--- src/rtl/mem_access_seq.sv ---
// ---------------------------------------------------------------------------
// mem_access_seq
//
// Sequencing stage between the load/store unit and the Avalon memory adapter.
// It takes one request at a time and holds the word address, write data and
// write strobe stable toward the adapter until the fabric drops wait-request.
// It then captures read data and raises a one-cycle completion pulse. A
// wait-cycle counter aborts an access that the fabric never services.
//
// Ports
//   i_clk            sole clock, rising edge
//   i_rst            synchronous active-high reset
//   i_req            processor request (level, sampled only in IDLE)
//   i_req_addr[15:0] request word address
//   i_req_data[15:0] request write data
//   i_req_w          1 = write, 0 = read
//   o_busy           high while the access is in flight
//   o_done           one-cycle completion pulse
//   o_err            qualifies o_done: access timed out
//   o_rd_data[15:0]  last successfully read word
//   o_addr[15:0]     registered word address to the adapter
//   o_dout[15:0]     registered write data to the adapter
//   o_w              registered write strobe to the adapter
//   i_din[15:0]      read data from the adapter
//   i_wait_request   Avalon wait-request from the fabric
//
// State table
//   state    | meaning
//   S_IDLE   | waiting for i_req; captures address/data/strobe on accept
//   S_ACCESS | transfer presented to the fabric, counting wait cycles
//   S_DONE   | completion pulse (o_done), o_err set if aborted
// ---------------------------------------------------------------------------
module mem_access_seq #(
  parameter int unsigned TIMEOUT_CYCLES = 255
) (
  input  logic        i_clk,
  input  logic        i_rst,
  input  logic        i_req,
  input  logic [15:0] i_req_addr,
  input  logic [15:0] i_req_data,
  input  logic        i_req_w,
  output logic        o_busy,
  output logic        o_done,
  output logic        o_err,
  output logic [15:0] o_rd_data,
  output logic [15:0] o_addr,
  output logic [15:0] o_dout,
  output logic        o_w,
  input  logic [15:0] i_din,
  input  logic        i_wait_request
);

  localparam int unsigned CW = $clog2(TIMEOUT_CYCLES + 1);
  localparam logic [CW-1:0] C_LAST = CW'(TIMEOUT_CYCLES - 1);

  typedef enum logic [1:0] {
    S_IDLE   = 2'd0,
    S_ACCESS = 2'd1,
    S_DONE   = 2'd2
  } state_t;

  state_t        r_state;
  state_t        w_next;
  logic [CW-1:0] r_cnt;
  logic          r_err;
  logic [15:0]   r_addr;
  logic [15:0]   r_dout;
  logic          r_w;
  logic [15:0]   r_rd_data;
  logic          w_last_wait;

  // Abort point: this wait cycle is the TIMEOUT_CYCLES-th consecutive one.
  assign w_last_wait = (r_cnt == C_LAST);

  // State register
  always_ff @(posedge i_clk) begin
    if (i_rst) begin
      r_state <= S_IDLE;
    end else begin
      r_state <= w_next;
    end
  end

  // Next-state logic
  always_comb begin
    w_next = r_state;
    case (r_state)
      S_IDLE: begin
        if (i_req) begin
          w_next = S_ACCESS;
        end
      end
      S_ACCESS: begin
        if (!i_wait_request || w_last_wait) begin
          w_next = S_DONE;
        end
      end
      S_DONE: begin
        w_next = S_IDLE;
      end
      default: begin
        w_next = S_IDLE;
      end
    endcase
  end

  // Output logic. Err is only visible during the completion pulse so it can
  // never leak into idle or in-flight cycles.
  always_comb begin
    o_busy = 1'b0;
    o_done = 1'b0;
    o_err  = 1'b0;
    case (r_state)
      S_ACCESS: o_busy = 1'b1;
      S_DONE: begin
        o_done = 1'b1;
        o_err  = r_err;
      end
      default: begin
        o_busy = 1'b0;
      end
    endcase
  end

  // Datapath registers toward the adapter and back to the processor.
  always_ff @(posedge i_clk) begin
    if (i_rst) begin
      r_cnt     <= '0;
      r_err     <= 1'b0;
      r_addr    <= 16'h0000;
      r_dout    <= 16'h0000;
      r_w       <= 1'b0;
      r_rd_data <= 16'h0000;
    end else begin
      case (r_state)
        S_IDLE: begin
          if (i_req) begin
            r_addr <= i_req_addr;
            r_dout <= i_req_data;
            r_w    <= i_req_w;
            r_cnt  <= '0;
            r_err  <= 1'b0;
          end else begin
            r_w <= 1'b0;
          end
        end
        S_ACCESS: begin
          if (!i_wait_request) begin
            if (!r_w) begin
              r_rd_data <= i_din;
            end
            r_err <= 1'b0;
            r_w   <= 1'b0;
          end else if (w_last_wait) begin
            // Saturates here: the state leaves ACCESS, so r_cnt never wraps.
            r_err <= 1'b1;
            r_w   <= 1'b0;
          end else begin
            r_cnt <= r_cnt + CW'(1);
          end
        end
        S_DONE: begin
          r_w <= 1'b0;
        end
        default: begin
          r_w <= 1'b0;
        end
      endcase
    end
  end

  assign o_addr    = r_addr;
  assign o_dout    = r_dout;
  assign o_w       = r_w;
  assign o_rd_data = r_rd_data;

endmodule
--- config.mk ---
export PLATFORM = sky130hd
export DESIGN_NAME = mem_access_seq
export DESIGN_NICKNAME = d
export VERILOG_FILES = /design/src/rtl/mem_access_seq.sv
export SDC_FILE = /design/constraint.sdc
export NUM_CORES = 1
export LEC_CHECK = 0
export ABC_AREA = 1
export BUFFER_PORTS_ARGS = -buffer_cell sky130_fd_sc_hd__buf_2
export CORE_UTILIZATION = 42
export CTS_CLUSTER_SIZE = 20
export DETAILED_ROUTE_END_ITERATION = 10
export HOLD_SLACK_MARGIN = 0.02
export PLACE_DENSITY = 0.75
export SLEW_MARGIN = 20
export SYNTH_ARGS = -nofsm -noshare
export SYNTH_HDL_FRONTEND = slang
export SYNTH_SLANG_ARGS = --single-unit
--- constraint.sdc ---
create_clock -name i_clk -period 1.2 [get_ports i_clk]
set_clock_uncertainty 0.05 [all_clocks]
set_input_delay 0.06 -clock i_clk [delete_from_list [all_inputs] [get_ports i_clk]]
set_output_delay 0.06 -clock i_clk [all_outputs]
set_load 0.01 [all_outputs]
Yosys cells after proc, flatten, opt, wreduce, memory -nomap -nowiden
Index checks and enable logic that the tools add are counted.
{ "word_totals": {"ff_bits": 60, "latchBits": 0, "mem_bits_rw": 0, "mem_bits_ro": 0, "inputBits": 53, "output_inout_bits": 52, "memories": 0} }
{ "op_classes": {"n_addsub": 1, "n_mul": 0, "n_div": 0, "order_cmp": 0, "n_eq_ne": 8, "shifts": 0, "mux": 18, "bitwise": 2, "reduce_logical": 9} }
{ "ops": {"columns": ["op", "n"], "rows": [
  ["2-to-1 mux 8 bit", 3],
  ["case mux 8 bit (2 select lines)", 1],
  ["2-to-1 mux 1 bit", 9],
  ["adder 8 x 1 -> 8 bit, second input constant", 1],
  ["== test 8 bit, second input constant", 1],
  ["inequality test 2 bit, second input constant", 4],
  ["AND reduction 3 bit", 2],
  ["2-to-1 mux 2 bit", 2],
  ["case mux 1 bit (2 select lines)", 2],
  ["case mux 2 bit (2 select lines)", 1],
  ["AND reduction 2 bit", 2],
  ["AND reduction 4 bit", 1],
  ["inequality test 3 bit, second input constant", 1],
  ["== test 2 x 1 -> 1 bit, second input constant", 1],
  ["== test 2 bit, second input constant", 1],
  ["zero test 2 bit", 1],
  ["inverter 1 bit", 2],
  ["nonzero test 2 bit", 1],
  ["zero test 1 bit", 1],
  ["logical OR 1 bit", 1]
]} }

Longest topological paths before layout
Gate-level depths: netlist (run 1).
{ "logic_depth": {"depth_word": 4, "ltp_mapped": 10, "depth_no_buf": 10} }

Worst setup path before layout (run 1)
No wires, ideal clock.
{ "synth_path": {"kind": "flip-flop to flip-flop", "from": "register r_cnt[0]", "to": "register r_cnt[3]", "setup_time_ps": 109, "arrival_time_ps": 1183, "path_slack_ps": -142, "path_stages_with_launch": 11, "period_less_slack_ps": 1342, "path_cell_list": "dfxtp_1 -> inv_1 -> ha_1 -> nand2_1 -> nor2_1 -> nand3_1 -> nand2_2 -> nand2_1 -> nand2_1 -> nand2_1 -> inv_1"} }
{ "synth_between": {"elab_chain_len": 4, "word_cells_on_any_way": 7, "cone_classes": "add/sub (1); eq/ne (2); mux (3); reduce/logical (1)"} }
{ "synth_lines": {"columns": ["item", "line_no", "text"], "rows": [
  ["start: declaration", "64", "logic [CW-1:0] r_cnt;"],
  ["start signal: assignment", "159", "r_cnt <= r_cnt + CW'(1);"],
  ["adder 8 x 1 -> 8 bit", "159", null],
  ["2-to-1 mux 8 bit", "154", "end else if (w_last_wait) begin"],
  ["2-to-1 mux 8 bit", "148", "if (!i_wait_request) begin"],
  ["case mux 8 bit (2 select lines)", "135", "case (r_state)"]
]} }
Several ways; a longest one is shown, not always the timed one. The select of a mux whose other input is x is not followed.
A chain may end at the register's enable or synchronous reset.

Worst setup path after layout (run 1)
{ "layout_path": {"from": "register r_cnt[0]", "to": "register r_cnt[5]"} }
The elaborated chain is that of the path after synthesis.

==> impl_metrics.yaml, run 1 <==
floorplanning:
  dieArea_mm2: 0.005922
  io-pin-count: 105
  die_h_um: 76.96
  start_util: 0.4478
  die_width_um: 76.96
  core_mm2: 0.005270
  fp-row-count: 26
pwr:
  pwr-share-clk: 0.410
  p_sw_w: 0.001359
  p_total_w: 0.005421
  swShare: 0.2507
  power_density_mw_per_mm2: 1329
  comb_power_share: 0.181
  irDropWorstVdd_v: 0.0009498
  p_leak_nw: 1.974
  power.share.sequential: 0.409
  internal_power_w: 0.004062
critical_path:
  required_ns: 1.43
  r2r-end: "r_cnt[5]"
  crit_type: "flip-flop to flip-flop"
  arrival_ns: 1.54
  cp_max_fo: 7
  end_kind: "flip-flop"
  r2r_setup_slack_ns: -0.11
  worstRegToRegCells: 10
  worstReg2RegStart: "r_cnt[0]"
  cp-start-kind: "flip-flop"
timing:
  final-setup-viol-count: 27
  rsz0062_at_grt: "true"
  worst_pin_slew_ns: 0.3041
  finalHoldViolCount: 0
  fin_crit_sh: 1.092
  clock.fmax_mhz: 762.8
  finalMaxSlewViolations: 0
  setup_ws_ns: -0.1109
  post-route-min-period_ns: 1.311
  relSlewSlack: 0.7970
worst_hold_path:
  hold_end: "r_err"
  hold_path_depth: 4
  hp-start: "i_req"
  hold_class: "primary input to flip-flop"
global_route:
  grt_pass1_vias: 2654
  grt_max_degree: 26
  grt_antenna_before_repair: 0
  grt_pass1_wl_um: 12020
  grt_overflow: 0
  grt_use_total: 0.2560
drt:
  via_per_inst: 4.875
  drc: 0
  first_iter_violations: 101
  vias: 2774
  avgRoutedWirePerCell_um: 13.19
  antenna_left: 0
  wirelength_um: 7505
  first_pass_iters: 5
cts:
  cts_num_sinks: 60
  clk_path_buf_depth: 2
  clk_pin_slew_ns: 0.07
  numCtsBuffers: 9
  cts-root-buf: "clkbuf_8"
  clk_latency_ns: 0.33
  htreeDepth: 3
  cts_tree: "done"
synth:
  yosysUniqueCellTypes: 25
  ys_seq_area_frac: 0.5090
  synth_cells: 314
  ys_seq_elements: 60
  synth_area_per_cell_um2: 7.515
  ys.warnings.count: 0
  syn-cell-area_mm2: 0.002360
  synth_nets: 369
placed_design:
  globalplace.congestion: 0.8505
  portBuffers: 104
  dp_hpwl_um: 4235
  placedCellCount: 494
layout:
  nFillCells: 350
  syn_to_final_growth_pct: 72.85
  diodes: 0
  layout-drive-gt1-share: 0.3868
  final_cells: 569
  nNetsFinal: 549
flow_run:
  cap_viol_max_count: 0
outcome:
  status: "complete, but fails checks"
  violations: "negative setup slack"
## cell usage in the layout (no fill, tap or decap), types with 2 or more instances in the layout
master,synthesis,layout
o21ai_1,9,13
o21ai_2,1,2
nand2_2,2,4
buf_2,3,103
buf_4,0,18
inv_2,1,3
nor3_4,1,2
nand3_1,11,10
nand2_1,30,25
dfxtp_2,0,3
buf_6,2,6
o21ai_0,45,40
buf_12,0,4
nor2_4,0,2
nor2_2,10,17
bufinv_16,0,3
nor2_1,100,91
dlygate4sd3_1,0,50
dfxtp_1,60,56
a21oi_1,4,3
clkbuf_8,0,10
inv_1,17,14
inv_4,1,2
nand2_4,1,3
## per-layer routing
metal  vias to the layer above  part of all wire  global-route usage  wire length [um]
met3                        26             0.058             0.05595               437
met2                       127              0.50              0.4438              3734
li1                       1360                 -                   -                 -
met5                         -                 0                   0                 0
met4                         0             0.031              0.1327               236
met1                      1261              0.41              0.2930              3096
## Yosys cell counts, drive strengths merged
cell	instances	area, um2
ha	2	25.02
nand3b	1	7.510
nor2	110	437.9
clkbuf	7	26.28
a21oi	4	20.02
nor3	3	26.28
buf	6	41.28
o21ai	56	295.3
and2	1	6.260
nand3	11	55.05
dfxtp	60	1201
nand2	33	136.4
a21o	1	7.510
inv	19	73.82
## through the flow
stage / TNS [ns] / hold WS (ns) / utilization / worst slack [ns] / cell area (um2)
final: -1.148 / 0.1120 / 0.7740 / -0.1109 / 4079
after global routing: -5.210 / 0.1377 / 0.7740 / -0.1912 / 4079
after CTS: -0.7689 / 0.1034 / 0.7438 / -0.07443 / 3920
after detailed placement: -2.151 / 0.2423 / 0.5893 / -0.1900 / 3105
after global placement: -1.202 / 0.2323 / 0.5893 / -0.1363 / 3105
after floorplan: -0.6999 / 0.07270 / - / -0.06189 / 2372
## worst max-delay path, cell delays in order (launching register included)
cell	delay, ns
dfxtp_2	0.34
inv_2	0.08
ha_4	0.14
nand2_4	0.05
nor2_4	0.11
nand3_4	0.15
nand2_8	0.14
nand2_4	0.06
nand2_2	0.07
nand2_1	0.04
inv_1	0.04
## final cells by class
class | count | area, um2 | area share
inverters | 19 | 78.83 | 0.01933
repair buffers | 182 | 1324 | 0.3245
clock inverters | 6 | 110.1 | 0.02699
well taps | 70 | 87.58 | 0.02147
flip-flops and latches | 60 | 1209 | 0.2963
multi-input cells | 222 | 1132 | 0.2776
clock buffers | 10 | 137.6 | 0.03374
## repair_timing
action,CTS,global route
gates resized for setup,17,25
pin swaps,6,7
setup buffers,2,6
gates cloned,0,1
hold buffers,50,0
endpoints found under the setup margin,31,63
hold endpoints to repair,53,0
## kinds of logic after synthesis
group,share of synthesized area
AOI/OAI and AO/OA,0.1368
and+or+nand+nor,0.2837
buffers and inverters,0.05991
adders and majority gates,0.01060
DFF,0.5090
## how the worst max path moves through the flow
stage	slack (ns)	start	cells past startpoint	end
CTS	-0.07	r_cnt[0]	10	r_cnt[3]
floorplan	-0.06	r_state[1]	7	o_rd_data[10]
finish	-0.11	r_cnt[0]	10	r_cnt[5]
global placement	-0.14	r_cnt[0]	10	r_cnt[3]
global route	-0.19	r_cnt[0]	10	r_cnt[5]
detailed placement	-0.19	r_cnt[0]	10	r_cnt[3]
## sequential cells by signal (all words and copies together), names as in the netlist
name       cells
o_dout        16
o_w            1
r_err          1
r_cnt          8
o_addr        16
r_state        2
o_rd_data     16
## power by group through the flow
stage	Combinational, W	Clock (W)	Sequential (W)
floorplan	0.000321	0	0.00232
global placement	0.000735	0	0.00225
finish	0.000980	0.00222	0.00222
global route	0.00107	0.00236	0.00223
CTS	0.000894	0.00227	0.00221
detailed placement	0.000745	0	0.00225
Note: power is estimated with default switching activity, not from simulation.
==> run 2: changes to the inputs <==
--- a/config.mk
+++ b/config.mk
@@ -7,11 +7,12 @@
 export LEC_CHECK = 0
 export ABC_AREA = 1
 export BUFFER_PORTS_ARGS = -buffer_cell sky130_fd_sc_hd__buf_2
-export CORE_UTILIZATION = 42
+export CORE_UTILIZATION = 44
+export CTS_BUF_LIST = sky130_fd_sc_hd__clkbuf_4 sky130_fd_sc_hd__clkbuf_8
 export CTS_CLUSTER_SIZE = 20
 export DETAILED_ROUTE_END_ITERATION = 10
 export HOLD_SLACK_MARGIN = 0.02
-export PLACE_DENSITY = 0.75
+export PLACE_DENSITY = 0.78
 export SLEW_MARGIN = 20
 export SYNTH_ARGS = -nofsm -noshare
 export SYNTH_HDL_FRONTEND = slang
==> constraint.sdc (replaced) <==
create_clock -name i_clk -period 1.1 [get_ports i_clk]
set_clock_uncertainty 0.05 [all_clocks]
set_input_delay 0.055 -clock i_clk [delete_from_list [all_inputs] [get_ports i_clk]]
set_output_delay 0.055 -clock i_clk [all_outputs]
set_load 0.01 [all_outputs]
==> run 2 against run 1 <==
The flow still finishes with violations (negative setup slack). Register-to-register slack got worse by 0.28 ns. Total power grew 13%. Final area rose by 12%. Sequential share of layout area down 3.2 points. Wire length increased by 46%. Sequential power rose by 12%. Global-route usage grew 2.3 points. Count of clock-buffer cells in the layout rose by 2. Maximum frequency fell by 12%. Combinational power is 56% higher. Flip-flop and latch count is the same. Via count increased by 14%. Critical endpoint is now o_dout[12]. Largest cell class unchanged.
==> impl_metrics.yaml, run 2 (synthesis results as in run 1) <==
timing:
  setup_ws_ns: -0.3930
  final-setup-viol-count: 63
  finalHoldViolCount: 0
  clock.fmax_mhz: 669.8
  finalMaxSlewViolations: 0
  relSlewSlack: 0.6487
  fin_crit_sh: 1.357
  fin_tns_setup_ns: -11.69
  worst_pin_slew_ns: 0.5214
  post-route-min-period_ns: 1.493
  rsz0062_at_grt: "true"
layout:
  nFillCells: 210
  syn_to_final_growth_pct: 94.22
  layout.area.seq_mm2: 0.001212
  final_cell_mix: "buf_2, dfxtp_1, dlygate4sd3_1"
  layout-drive-gt1-share: 0.5176
  diodes: 0
  multiInputGateArea_mm2: 0.001450
  final_util: 0.8917
  layout_commonest_cell: "buf_2"
  nNetsFinal: 562
drt:
  avgRoutedWirePerCell_um: 18.78
  vias: 3173
  antenna_left: 0
  drc: 0
  via_per_inst: 5.452
  wirelength_um: 10930
  first_iter_violations: 235
  first_pass_iters: 6
floorplanning:
  die_h_um: 75.24
  die_width_um: 75.24
  dieArea_mm2: 0.005660
  io-pin-count: 105
  start_util: 0.4591
  core_mm2: 0.005140
  fp-row-count: 26
flow_run:
  cap_viol_max_count: 0
placed_design:
  globalplace.congestion: 0.9084
  dp_hpwl_um: 4252
  pre_cts_ws_ns: -0.2658
  portBuffers: 104
pwr:
  power_density_mw_per_mm2: 1335
  comb_power_share: 0.249
  p_leak_nw: 2.115
  swShare: 0.3011
  internal_power_w: 0.004275
  power.share.sequential: 0.408
  pwr-share-clk: 0.343
  irDropWorstVdd_v: 0.001130
  p_sw_w: 0.001842
cts:
  htreeDepth: 3
  numCtsBuffers: 9
  cts-root-buf: "clkbuf_8"
  clk_path_buf_depth: 2
  cts_tree: "done"
  cts_num_sinks: 60
  clk_latency_ns: 0.35
  clk_pin_slew_ns: 0.07
critical_path:
  cp_max_fo: 8
  crit_type: "flip-flop to flip-flop"
  required_ns: 1.26
  cp-start-kind: "flip-flop"
  arrival_ns: 1.66
  r2r_setup_slack_ns: -0.39
  end_kind: "flip-flop"
global_route:
  grt_pass1_wl_um: 11630
  grt_overflow: 0
  grt_use_total: 0.2786
  grt_max_degree: 37
  grt_antenna_before_repair: 0
  grt_pass1_vias: 2655
worst_hold_path:
  hold_class: "primary input to flip-flop"
outcome:
  status: "complete, but fails checks"
  violations: "negative setup slack"
-- run 2: cell count changes in the layout (fill, tap and decap cells not counted), moves of 4 or more --
cell     change
nor2_4      +32
buf_16       +4
o21ai_1     +12
o21ai_0     -24
o21ai_2     +12
nor2_1      -44
nor2_2      +12
buf_6        +4
-- run 2: power groups by stage --
stage               combinational [W]  sequential [W]  clock [W]
global placement             0.000791         0.00245          0
global route                  0.00163         0.00250    0.00218
detailed placement           0.000806         0.00246          0
finish                        0.00153         0.00249    0.00210
CTS                           0.00114         0.00241    0.00207
floorplan                    0.000358         0.00253          0
-- run 2: final cells by class --
| class | instances | share of cell area |
|---|---|---|
| repair buffers | 195 | 0.3352 |
| multi-input cells | 222 | 0.3164 |
| inverters | 19 | 0.01993 |
| clock inverters | 4 | 0.01010 |
| flip-flops and latches | 60 | 0.2645 |
| well taps | 70 | 0.01911 |
| clock buffers | 12 | 0.03467 |
-- run 2: repair_timing --
action	CTS	global route
pin swaps	13	17
hold endpoints to repair	53	0
resized for setup	59	115
hold buffers	51	0
gates cloned	4	3
setup endpoints to repair	63	64
setup buffers	4	5
-- run 2: critical path: stages, from the launching register on --
cell and delay [ns]:
dfxtp_4 0.37, nor2_4 0.10, nand2_4 0.11, buf_4 0.18, o21ai_0 0.43, nor2_1 0.12
-- run 2: per-stage QoR --
| stage | hold slack [ns] | instances | cell area [um2] | total power, W |
|---|---|---|---|---|
| CTS | 0.03945 | 574 | 4124 | 0.005618 |
| floorplan | 0.06770 | 314 | 2382 | 0.002888 |
| finish | 0.05806 | 582 | 4583 | 0.006117 |
| detailed placement | 0.2326 | 499 | 3120 | 0.003263 |
| global route | 0.07690 | 582 | 4583 | 0.006307 |
| global placement | 0.2277 | 499 | 3120 | 0.003241 |
-- run 2: worst paths after layout --
path                       from             to  cells after the start
hold reg to reg   o_rd_data[15]  o_rd_data[15]                      2
hold / removal            i_rst       r_cnt[1]                      4
setup / recovery     r_state[0]     o_dout[12]                      5
setup reg to reg     r_state[0]     o_dout[12]                      5
-- run 2: metal layers --
layer  track usage  part of all wire  vias to the layer above
met3       0.07898             0.095                       89
li1              -                 -                     1390
met1        0.2926              0.34                     1454
met5             0                 0                        -
met4        0.1605             0.069                        0
met2        0.4985              0.50                      240
